**src/rtl/wb_scoreboard_pkg.sv**
```systemverilog
// Shared defaults, the hardwired-zero register index and the {rd,data} result record
// used by the write-back scoreboard.
package wb_scoreboard_pkg;

    localparam int WIDTH_DEF  = 32;
    localparam int ADDR_W_DEF = 5;
    localparam int REG_ZERO   = 0;

    typedef struct packed {
        logic [ADDR_W_DEF-1:0] rd;
        logic [WIDTH_DEF-1:0]  data;
    } wb_entry_t;

endpackage

```
**src/rtl/wb_result_fifo.sv**
```systemverilog
// Small FIFO holding long-latency results until the register-file write port is free.
// QDEPTH must be a power of two so the pointers wrap naturally.
module wb_result_fifo #(
    parameter int EW     = 37,
    parameter int QDEPTH = 2
) (
    input  logic                     clock,
    input  logic                     clear,
    input  logic                     push,
    input  logic                     pop,
    input  logic [EW-1:0]            din,
    output logic [EW-1:0]            head,
    output logic                     full,
    output logic                     empty,
    output logic [$clog2(QDEPTH):0]  count
);

    localparam int PW = $clog2(QDEPTH);
    localparam logic [PW-1:0] PTR_ONE  = PW'(1);
    localparam logic [PW:0]   CNT_ONE  = (PW+1)'(1);
    localparam logic [PW:0]   CNT_FULL = (PW+1)'(QDEPTH);

    logic [EW-1:0] mem [QDEPTH];
    logic [PW-1:0] wptr;
    logic [PW-1:0] rptr;
    logic          do_push;
    logic          do_pop;

    assign full    = (count == CNT_FULL);
    assign empty   = (count == '0);
    assign do_push = push && !full;
    assign do_pop  = pop && !empty;
    assign head    = mem[rptr];

    // Storage is data only; a cleared FIFO is defined by its count, not its contents.
    always_ff @(posedge clock) begin
        if (do_push) begin
            mem[wptr] <= din;
        end
    end

    always_ff @(posedge clock or posedge clear) begin
        if (clear) begin
            wptr  <= '0;
            rptr  <= '0;
            count <= '0;
        end else begin
            if (do_push) begin
                wptr <= wptr + PTR_ONE;
            end
            if (do_pop) begin
                rptr <= rptr + PTR_ONE;
            end
            case ({do_push, do_pop})
                2'b10:   count <= count + CNT_ONE;
                2'b01:   count <= count - CNT_ONE;
                default: count <= count;
            endcase
        end
    end

endmodule

```
**src/rtl/wb_scoreboard.sv**
```systemverilog
// Merges ALU and long-latency results onto the single register-file write port,
// tracks outstanding long destinations and raises the decode stall on hazards.
module wb_scoreboard
    import wb_scoreboard_pkg::*;
#(
    parameter int width     = WIDTH_DEF,
    parameter int addrWidth = ADDR_W_DEF,
    parameter int QDEPTH    = 2
) (
    input  logic                 clock,
    input  logic                 clear,
    input  logic                 issue_valid,
    input  logic [addrWidth-1:0] issue_rd,
    input  logic                 issue_long,
    input  logic [addrWidth-1:0] rs1,
    input  logic [addrWidth-1:0] rs2,
    output logic                 stall,
    input  logic                 alu_valid,
    input  logic [addrWidth-1:0] alu_rd,
    input  logic [width-1:0]     alu_data,
    input  logic                 long_valid,
    input  logic [addrWidth-1:0] long_rd,
    input  logic [width-1:0]     long_data,
    output logic                 long_ready,
    output logic                 regWriteEnable,
    output logic [addrWidth-1:0] addrD,
    output logic [width-1:0]     dataD,
    output logic                 bypA_valid,
    output logic                 bypB_valid,
    output logic [width-1:0]     bypData
);

    localparam int NREG = 2 ** addrWidth;
    localparam int CW   = $clog2(QDEPTH) + 1;
    localparam logic [addrWidth-1:0] ZERO     = addrWidth'(REG_ZERO);
    localparam logic [CW-1:0]        CNT_FULL = CW'(QDEPTH);

    logic [NREG-1:0]            pending;
    logic [NREG-1:0]            pending_nxt;
    logic                       q_full;
    logic                       q_empty;
    logic [CW-1:0]              q_count;
    logic [addrWidth+width-1:0] q_head;
    logic [addrWidth-1:0]       head_rd;
    logic [width-1:0]           head_data;
    logic                       q_push;
    logic                       q_pop;
    logic                       alu_sel;
    logic                       sel_we;
    logic [addrWidth-1:0]       sel_rd;
    logic [width-1:0]           sel_data;
    logic                       issue_set;

    wb_result_fifo #(
        .EW     (addrWidth + width),
        .QDEPTH (QDEPTH)
    ) u_fifo (
        .clock (clock),
        .clear (clear),
        .push  (q_push),
        .pop   (q_pop),
        .din   ({long_rd, long_data}),
        .head  (q_head),
        .full  (q_full),
        .empty (q_empty),
        .count (q_count)
    );

    assign {head_rd, head_data} = q_head;

    assign long_ready = !q_full;
    assign q_push     = long_valid && long_ready;

    // The ALU always owns the port; the queue drains only in ALU bubbles.
    assign alu_sel  = alu_valid && (alu_rd != ZERO);
    assign q_pop    = !alu_sel && !q_empty;
    assign sel_we   = alu_sel || (q_pop && (head_rd != ZERO));
    assign sel_rd   = alu_sel ? alu_rd : head_rd;
    assign sel_data = alu_sel ? alu_data : head_data;

    // A full queue stalls decode so the ALU eventually leaves a bubble for it.
    assign stall = pending[rs1] || pending[rs2]
                || (issue_valid && issue_long && pending[issue_rd])
                || (q_count == CNT_FULL);

    assign issue_set = issue_valid && !stall && issue_long && (issue_rd != ZERO);

    always_comb begin
        pending_nxt = pending;
        if (q_pop) begin
            pending_nxt[head_rd] = 1'b0;
        end
        if (issue_set) begin
            pending_nxt[issue_rd] = 1'b1;
        end
        pending_nxt[0] = 1'b0;
    end

    always_ff @(posedge clock or posedge clear) begin
        if (clear) begin
            pending        <= '0;
            regWriteEnable <= 1'b0;
            addrD          <= '0;
            dataD          <= '0;
        end else begin
            pending        <= pending_nxt;
            regWriteEnable <= sel_we;
            if (sel_we) begin
                addrD <= sel_rd;
                dataD <= sel_data;
            end
        end
    end

    // The register file only shows this write after the next edge, so forward it.
    assign bypA_valid = regWriteEnable && (addrD == rs1) && (rs1 != ZERO);
    assign bypB_valid = regWriteEnable && (addrD == rs2) && (rs2 != ZERO);
    assign bypData    = dataD;

endmodule
```
**config.mk**
```make
export PLATFORM = sky130hd
export DESIGN_NAME = wb_scoreboard
export DESIGN_NICKNAME = d
export VERILOG_FILES = /design/src/rtl/wb_scoreboard_pkg.sv /design/src/rtl/wb_result_fifo.sv /design/src/rtl/wb_scoreboard.sv
export SDC_FILE = /design/constraint.sdc
export NUM_CORES = 1
export LEC_CHECK = 0
export ABC_AREA = 1
export CORE_ASPECT_RATIO = 0.9
export CORE_MARGIN = 1
export CORE_UTILIZATION = 50
export DETAILED_ROUTE_END_ITERATION = 10
export GPL_ROUTABILITY_DRIVEN = 0
export GPL_TIMING_DRIVEN = 0
export PLACE_DENSITY_LB_ADDON = 0.25
export SKIP_CTS_REPAIR_TIMING = 1
export SYNTH_ARGS = -nofsm -noshare
export SYNTH_HDL_FRONTEND = slang
export SYNTH_SLANG_ARGS = --single-unit
```
**constraint.sdc**
```tcl
create_clock -name clock -period 7.6 [get_ports clock]
set_input_delay 1.52 -clock clock [delete_from_list [all_inputs] [get_ports clock]]
set_output_delay 1.52 -clock clock [all_outputs]
set_load 0.02 [all_outputs]
```
; ---- After elaboration in Yosys (flattened, before gate mapping)
; Memory sizes are Yosys's and may differ from the RTL's.
; Index checks and enable logic that the tools add are counted.
[classes]
add_sub_neg = 4
mul = 0
n_div = 0
order_cmp = 6
eq_ne = 5
n_shift = 0
n_mux = 17
n_bitwise = 3
n_reduce_logical = 32
[ops]
columns = cell, n
row1 = $mux 32, 3
row2 = $and 32x32->32, 1
row3 = $not 32->32, 1
row4 = $or 32x32->32, 1
row5 = $reduce_bool 5->1, 5
row6 = $lt 5x6->1 const B, 4
row7 = $logic_and 1x1->1, 17
row8 = $bmux 1 s5, 3
row9 = $demux 1 s5, 2
row10 = $eq 5x5->1, 2
row11 = $ge 5x1->1 const B, 2
row12 = $mux 1, 7
row13 = $mux 5, 1
row14 = $eq 2x2->1 const B, 2
row15 = $logic_not 1->1, 4
row16 = $logic_or 1x1->1, 4
row17 = $pmux 2 s2, 1
row18 = $add 1x1->1 const B, 2
row19 = $add 2x1->2 const B, 1
row20 = $eq 2x1->1 const B, 1
row21 = $logic_not 2->1, 1
row22 = $reduce_bool 2->1, 1
row23 = $sub 2x1->2 const B, 1
[totals]
register_bits = 73
latchBits = 0
mem_bits_rw = 74
romBits = 0
input_bits = 95
out_inout_bits = 74
elab_cells = 75
mem_count = 1
[memory_table]
columns = name, words, width, read_ports, rd_ports_with_merged_regs, write_ports, line_no
row1 = u_fifo.mem, 2, 37, 1, 0, 1, wb_result_fifo.sv:23  ; logic [EW-1:0] mem [QDEPTH];

; ---- Longest topological paths before layout
[depth]
word_depth = 10
mapped_depth = 14
depth_no_buf = 11

; ---- By module
; A second synthesis with hierarchy kept.
[unflattened]
hier_cells = 974
hier_area_um2 = 7876.3
[modules_own_cells]
columns = module, n_inst, cells_per_inst, area_each_um2, seq_area_each_um2
row1 = wb_scoreboard, 1, 747, 4933.5, 1726.7
row2 = wb_result_fifo, 1, 227, 2942.8, 2322.2

; ---- Worst setup path before layout
; No wires, ideal clock.
[synth_timing]
path_type = input to output
startpoint = input rs2[1]
endpoint = output bypB_valid
arrival_ns = 2.812
t_required_ns = 6.080
setup_slack_ns = 3.268
cell_stages = 5
path_buffers = 1
path_cell_list = buf_2 clkinv_1 a21oi_1 nand4_1 nor4_1
[synth_via]
elab_chain_len = 3
elab_cells_between_ends = 4
[synth_rtl]
columns = item, line_no
row1 = "start, declared", wb_scoreboard.sv:16  ; input logic [addrWidth-1:0] rs2,
row2 = $eq 5x5->1, wb_scoreboard.sv:117  ; assign bypB_valid = regWriteEnable && (addrD == rs2) && (rs2 != ZERO);
row3 = $logic_and 1x1->1, wb_scoreboard.sv:117
row4 = $logic_and 1x1->1 *, wb_scoreboard.sv:117
row5 = "end, declared", wb_scoreboard.sv:29  ; output logic bypB_valid,
; Every way passes the cells marked *; elsewhere a longest branch is shown, timed or not.

; ---- Worst setup path after layout
[layout_timing]
startpoint = input issue_rd[1]
endpoint = output stall
[layout_via]
elab_chain_len = 5
[layout_rtl]
columns = item, line_no
row1 = "start, declared", wb_scoreboard.sv:13  ; input logic [addrWidth-1:0] issue_rd,
row2 = $bmux 1 s5, wb_scoreboard.sv:83  ; || (issue_valid && issue_long && pending[issue_rd])
row3 = $mux 1 (implied by the code), wb_scoreboard.sv:83
row4 = $logic_and 1x1->1, wb_scoreboard.sv:83
row5 = $logic_or 1x1->1, wb_scoreboard.sv:83
row6 = $logic_or 1x1->1, wb_scoreboard.sv:84  ; || (q_count == CNT_FULL);
row7 = "end, declared", wb_scoreboard.sv:17  ; output logic stall,
; No other way between the ends. The select of a mux whose other input is x is not followed.

==> results.tsv <==
metric	value	unit
status	finished, final reports clean	
number of cell rows	42	
clock latency on the worst-skew pair	0.43	ns
number of violations reported at the end of detailed-routing iteration 0	634	
overall die area	0.0160	mm²
proportion of synthesized chip area in sequential cells	52.2	%
number of distinct library cells after synthesis	38	
average instance area after synthesis	8.53	µm²
I/O pin total	169	
Max Freq	0.177	GHz
required time of the worst setup path	6.08	ns
antenna-violating nets left	0	
Fin Setup TNS	0	ns
CP endpoint kind	output port	
overall power after layout	3510	µW
clock period minus worst slack	5.66	ns
CTS tree	done	
largest vdd supply drop	216	µV
Final nets	1191	
RSZ-0062 raised after global routing	false	
net count after synthesis	1005	
most frequent cells in the layout	168 x sky130_fd_sc_hd__nand2_1, 164 x sky130_fd_sc_hd__clkdlybuf4s50_1, 132 x sky130_fd_sc_hd__nor2_1, 103 x sky130_fd_sc_hd__o21ai_0, 74 x sky130_fd_sc_hd__edfxtp_1	
DRC Markers	0	
data arrival time of the critical path	4.14	ns
slew at the pin with the worst max-slew slack	0.634	ns
via count of the routed design	7077	
total congestion overflow after global routing	0	
Yosys reg bits	147	
Horiz. Die Dim	133	µm
Yosys warnings	0	
final number of setup-violating endpoints	0	
die height	120	µm
post-synth design cell area	0.00775	mm²
worst setup slack after layout	1.94	ns
number of antenna violations at the first check in global routing	0	
Clock Tree Buf Depth	2	
Final period util	74.4	%
global-route wire length before repair	34100	µm
number of global-route vias before repair	6594	
count of TritonRoute iterations in the first routing pass	7	
CTS buffer count	17	
Critical Path Source Type	primary input	
highest fanout seen on the critical path	10	
total leakage power	0.00431	µW
cell chosen for the clock root	sky130_fd_sc_hd__clkbuf_16	
register-to-register setup slack	5.51	ns
maximum number of pins on one net before global-route repair	56	
P&R area growth vs syn	32.8	%
number of instances in the synthesized netlist	909	
effective utilization at floorplan	51.9	%
most common cell after layout, fill and taps aside	sky130_fd_sc_hd__nand2_1	
total power divided by cell area	341	mW/mm²
worst slack at placement	2.03	ns
Wirelength per Cell	16.6	µm
Final Slew Violations	0	
number of vias per cell	5.42	
HPWL after detailed placement	15900	µm
HP Class	reg2reg	
# clock sinks	147	
worst relative slew slack	57.6	%
count of input and output buffers	164	
hold violation count in the final report	0	
Floorplan Core Area	0.0149	mm²
CTS H-tree depth	4	
GRT Overall Usage	28.1	%
worst-case clock skew	0.0108	ns
Diodes inserted	0	
wire length after detailed routing	21700	µm
number of max-capacitance violations reported	0	
startpoint-to-endpoint class of the critical path	in2out	
share of layout cells above drive strength 1	13.6	%
Clock Pin Slew Worst Setup and Hold Paths	0.06	ns
==> per-layer routing <==
layer  global-route usage [%]  part of all wire, %
met1                     36.8                   41
met3                     8.28                  9.3
met2                     43.7                   47
met4                     12.0                  2.7
met5                        0                    0
==> logic make-up after synthesis <==
kind of cell | count (synthesis) | synth area share, %
buffers and inverters | 157 | 10.4
flip-flops | 147 | 52.2
AO/OA/AOI/OAI | 172 | 13.0
AND/OR/NAND/NOR | 427 | 23.7
XOR/XNOR | 5 | 0.565
adder cells (fa/ha/maj) | 1 | 0.161
==> metrics by stage <==
step	hold WS (ns)	cell area, µm²	utilization, %	instances
final	0.508	10300	68.9	1306
after global routing	0.528	10300	68.9	1306
after CTS	0.505	10300	68.9	1306
after detailed placement	0.491	9730	65.2	1274
after global placement	0.485	9640	64.6	1271
after floorplan	0.463	7750	-	909
==> synth_stat cells <==
cell,number,share of area [%]
sky130_fd_sc_hd__or2_1,2,0.16
sky130_fd_sc_hd__a21oi_1,25,1.6
sky130_fd_sc_hd__o21ai_1,1,0.065
sky130_fd_sc_hd__clkinv_1,1,0.048
sky130_fd_sc_hd__or2_4,1,0.11
sky130_fd_sc_hd__edfxtp_1,74,29
sky130_fd_sc_hd__dlygate4sd1_1,1,0.11
sky130_fd_sc_hd__o211ai_1,6,0.58
sky130_fd_sc_hd__nand2_1,168,8.1
sky130_fd_sc_hd__inv_1,71,3.4
sky130_fd_sc_hd__buf_4,36,3.5
sky130_fd_sc_hd__o21ai_2,10,1.1
sky130_fd_sc_hd__nor2_4,1,0.15
sky130_fd_sc_hd__nand2_2,1,0.081
sky130_fd_sc_hd__nor2_2,13,1.0
sky130_fd_sc_hd__o21ai_4,1,0.21
sky130_fd_sc_hd__or2_2,1,0.081
sky130_fd_sc_hd__buf_2,21,1.4
sky130_fd_sc_hd__nand4_1,33,2.7
sky130_fd_sc_hd__inv_2,7,0.34
sky130_fd_sc_hd__dfrtp_1,73,24
sky130_fd_sc_hd__xor2_1,1,0.11
sky130_fd_sc_hd__nor3_1,9,0.58
sky130_fd_sc_hd__buf_1,5,0.24
sky130_fd_sc_hd__nor4_1,2,0.16
sky130_fd_sc_hd__buf_6,6,0.87
sky130_fd_sc_hd__o21ai_0,103,6.7
sky130_fd_sc_hd__nor2_1,134,6.5
sky130_fd_sc_hd__clkbuf_1,8,0.39
sky130_fd_sc_hd__a21oi_2,14,1.6
sky130_fd_sc_hd__xnor2_1,4,0.45
sky130_fd_sc_hd__nand3_1,61,3.9
sky130_fd_sc_hd__or2_0,1,0.081
sky130_fd_sc_hd__o31ai_1,9,0.87
sky130_fd_sc_hd__a41oi_1,1,0.11
sky130_fd_sc_hd__ha_1,1,0.16
sky130_fd_sc_hd__o22ai_1,2,0.16
sky130_fd_sc_hd__inv_4,1,0.081
==> critical path, stage by stage <==
cell,delay (ns)
sky130_fd_sc_hd__clkdlybuf4s50_1,0.41
sky130_fd_sc_hd__buf_2,0.19
sky130_fd_sc_hd__nand2_1,0.34
sky130_fd_sc_hd__nor2_1,0.07
sky130_fd_sc_hd__a21oi_1,0.12
sky130_fd_sc_hd__nand2_1,0.06
sky130_fd_sc_hd__nand2_1,0.05
sky130_fd_sc_hd__nand2_1,0.05
sky130_fd_sc_hd__nor2_1,0.14
sky130_fd_sc_hd__nand2_1,0.08
sky130_fd_sc_hd__a21oi_2,0.21
sky130_fd_sc_hd__buf_2,0.26
sky130_fd_sc_hd__nand2_1,0.09
sky130_fd_sc_hd__clkdlybuf4s50_1,0.54
==> final cells by class <==
class                           instances  area, µm²
Timing Repair Buffer                  167       1720
Buffer                                 77        500
Inverter                               80        305
Fill cell                            1145       4630
Clock buffer                           18        439
Sequential cell                       147       4050
Clock inverter                         14        119
Tap cell                              198        248
Multi-Input combinational cell        605       2910
==> where the power goes <==
group / internal (µW) / leakage [µW] / total, µW / switching, µW
registers: 1080 / 0.00157 / 1230 / 150
logic: 636 / 0.00247 / 1490 / 856
clock network: 434 / 0.000264 / 789 / 355
total: 2150 / 0.00431 / 3510 / 1360
==> final timing paths <==
path                                   from     endpoint  cells after the start
worst min register to register   pending[6]   pending[6]                      2
worst max register to register  u_fifo.rptr  bypData[24]                     13
worst min-delay path             pending[6]   pending[6]                      2
min in group asynchronous             clear   bypData[6]                      2
worst max-delay path            issue_rd[1]        stall                     14
max in group asynchronous             clear  u_fifo.wptr                      3
==> state kept, by name, summed over array words and instances, names as in the netlist <==
signal          count
regWriteEnable      1
u_fifo.mem         74
u_fifo.count        2
addrD               5
u_fifo.rptr         1
u_fifo.wptr         1
pending            31
bypData            32
No activity file was read; power rests on OpenSTA's default activity.
==> edit: new RTL, config.mk and constraints unchanged <==
`WIDTH_DEF`: 32 -> 40.
--- a/src/rtl/wb_scoreboard_pkg.sv
+++ b/src/rtl/wb_scoreboard_pkg.sv
@@ -4,3 +4,3 @@
 
-    localparam int WIDTH_DEF  = 32;
+    localparam int WIDTH_DEF  = 40;
     localparam int ADDR_W_DEF = 5;
Ports: changed (resized alu_data, bypData, dataD and long_data); port bits go from 169 to 201. No check against the original RTL was run, so the function may have changed too.
==> edit against the unedited design <==
Sequential cell count is 24 higher; total power increased by 15%; largest power group unchanged; design area up 15%; largest cell class unchanged; register-to-register slack got worse by 0.05 ns; synthesized area is 15% higher; sequential power increased by 17%; worst setup slack better by 0.11 ns; routed wire length rose by 12%; via count increased by 11%.
==> edit: results (changes against the unedited design) <==
- The internal power is 0.00246 W (was 0.00215 W).
- The worst voltage drop across the vdd grid came to 227 uV (was 216 uV).
- The ratio of cells with drive above 1 in the final layout was 17.7% (was 13.6%).
- The via count of the first global-routing pass is 7255 (was 6594).
- The parity-gate share of the synthesized area counting xor and xnor cells is 0.491% (was 0.565%).
- The routed via count divided by cell count is 5.39 (was 5.42).
- Ranking of synthesized cells by area: sky130_fd_sc_hd__edfxtp_1 30%, sky130_fd_sc_hd__dfrtp_1 23%, sky130_fd_sc_hd__nand2_1 7.0%, sky130_fd_sc_hd__o21ai_0 5.9%, sky130_fd_sc_hd__nor2_1 5.5% (was sky130_fd_sc_hd__edfxtp_1 29%, sky130_fd_sc_hd__dfrtp_1 24%, sky130_fd_sc_hd__nand2_1 8.1%, sky130_fd_sc_hd__o21ai_0 6.7%, sky130_fd_sc_hd__nor2_1 6.5%).
- The power share of the clock group is 21.3% (was 22.5%).
- The sequential-cell power consumption is 0.00144 W (was 0.00123 W).
- The cell total after placement is 1425 (was 1274).
- The met3 demand-to-capacity share in global routing came to 6.70% (was 8.28%).
- The count of unique library cells instantiated by Yosys is 35 (was 38).
- The count of flip-flops with a built-in enable after synthesis came to 90 (was 74).
- The area of placed instances is 0.0113 sq mm (was 0.00973 sq mm).
- Result of the run: completed (unchanged).
- The maximum number of pins on one net before global-route repair is 55 (was 56).
- The number of input and output port buffers inserted came to 196 (was 164).
- The critical path data arrival time is 4.03 ns (was 4.14 ns).
- The met1 demand-to-capacity share in global routing is 34.0% (was 36.8%).
- The starting DRC count in detailed routing is 698 (was 634).
- The final worst clock skew is 0.0101 ns (was 0.0108 ns).
- The all-layer global routing usage was 26.8% (was 28.1%).
- The average wire per cell in the routed design was 16.6 um (about the same).
- The total length of routed met2 wires is 11800 um (was 10200 um).
- The switching power was 0.00159 W (was 0.00136 W).
- The leakage power total was 4.83 nW (was 4.31 nW).
- The synthesized area per cell is 8.99 sq um (was 8.53 sq um).
- The number of vias after detailed routing is 7857 (was 7077).
- The worst-case setup slack after placement is 2.10 ns (was 2.03 ns).
- The detailed-routing wirelength on met1 came to 9790 um (was 8860 um).
- The slew at the pin closest to its max-slew limit was 0.821 ns (was 0.634 ns).
- The met2 capacity usage during global routing is 44.6% (was 43.7%).
- The area share of fa/ha/maj cells after synthesis is 0.140% (was 0.161%).
edit: worst paths after layout:
check | startpoint | endpoint | slack (ns) | cells past startpoint
hold / removal | pending[18]$_DFF_PP0_ | pending[18]$_DFF_PP0_ | 0.51 | 2
setup reg to reg | u_fifo.count[0]$_DFFE_PP0P_ | u_fifo.count[1]$_DFFE_PP0P_ | 5.46 | 6
max in group asynchronous | clear | u_fifo.count[0]$_DFFE_PP0P_ | 5.53 | 3
min in group asynchronous | clear | bypData[31]$_DFFE_PP0P_ | 1.45 | 2
hold reg to reg | pending[18]$_DFF_PP0_ | pending[18]$_DFF_PP0_ | 0.51 | 2
setup / recovery | issue_rd[1] | stall | 2.05 | 14
edit: area by class of cell:
cell class	count	share of cell area, %
Sequential cell	171	39.8
Multi-Input combinational cell	653	27.9
Timing Repair Buffer	199	17.2
Buffer	88	4.94
Clock buffer	17	3.58
Inverter	79	2.55
Tap cell	235	2.48
Clock inverter	15	1.53
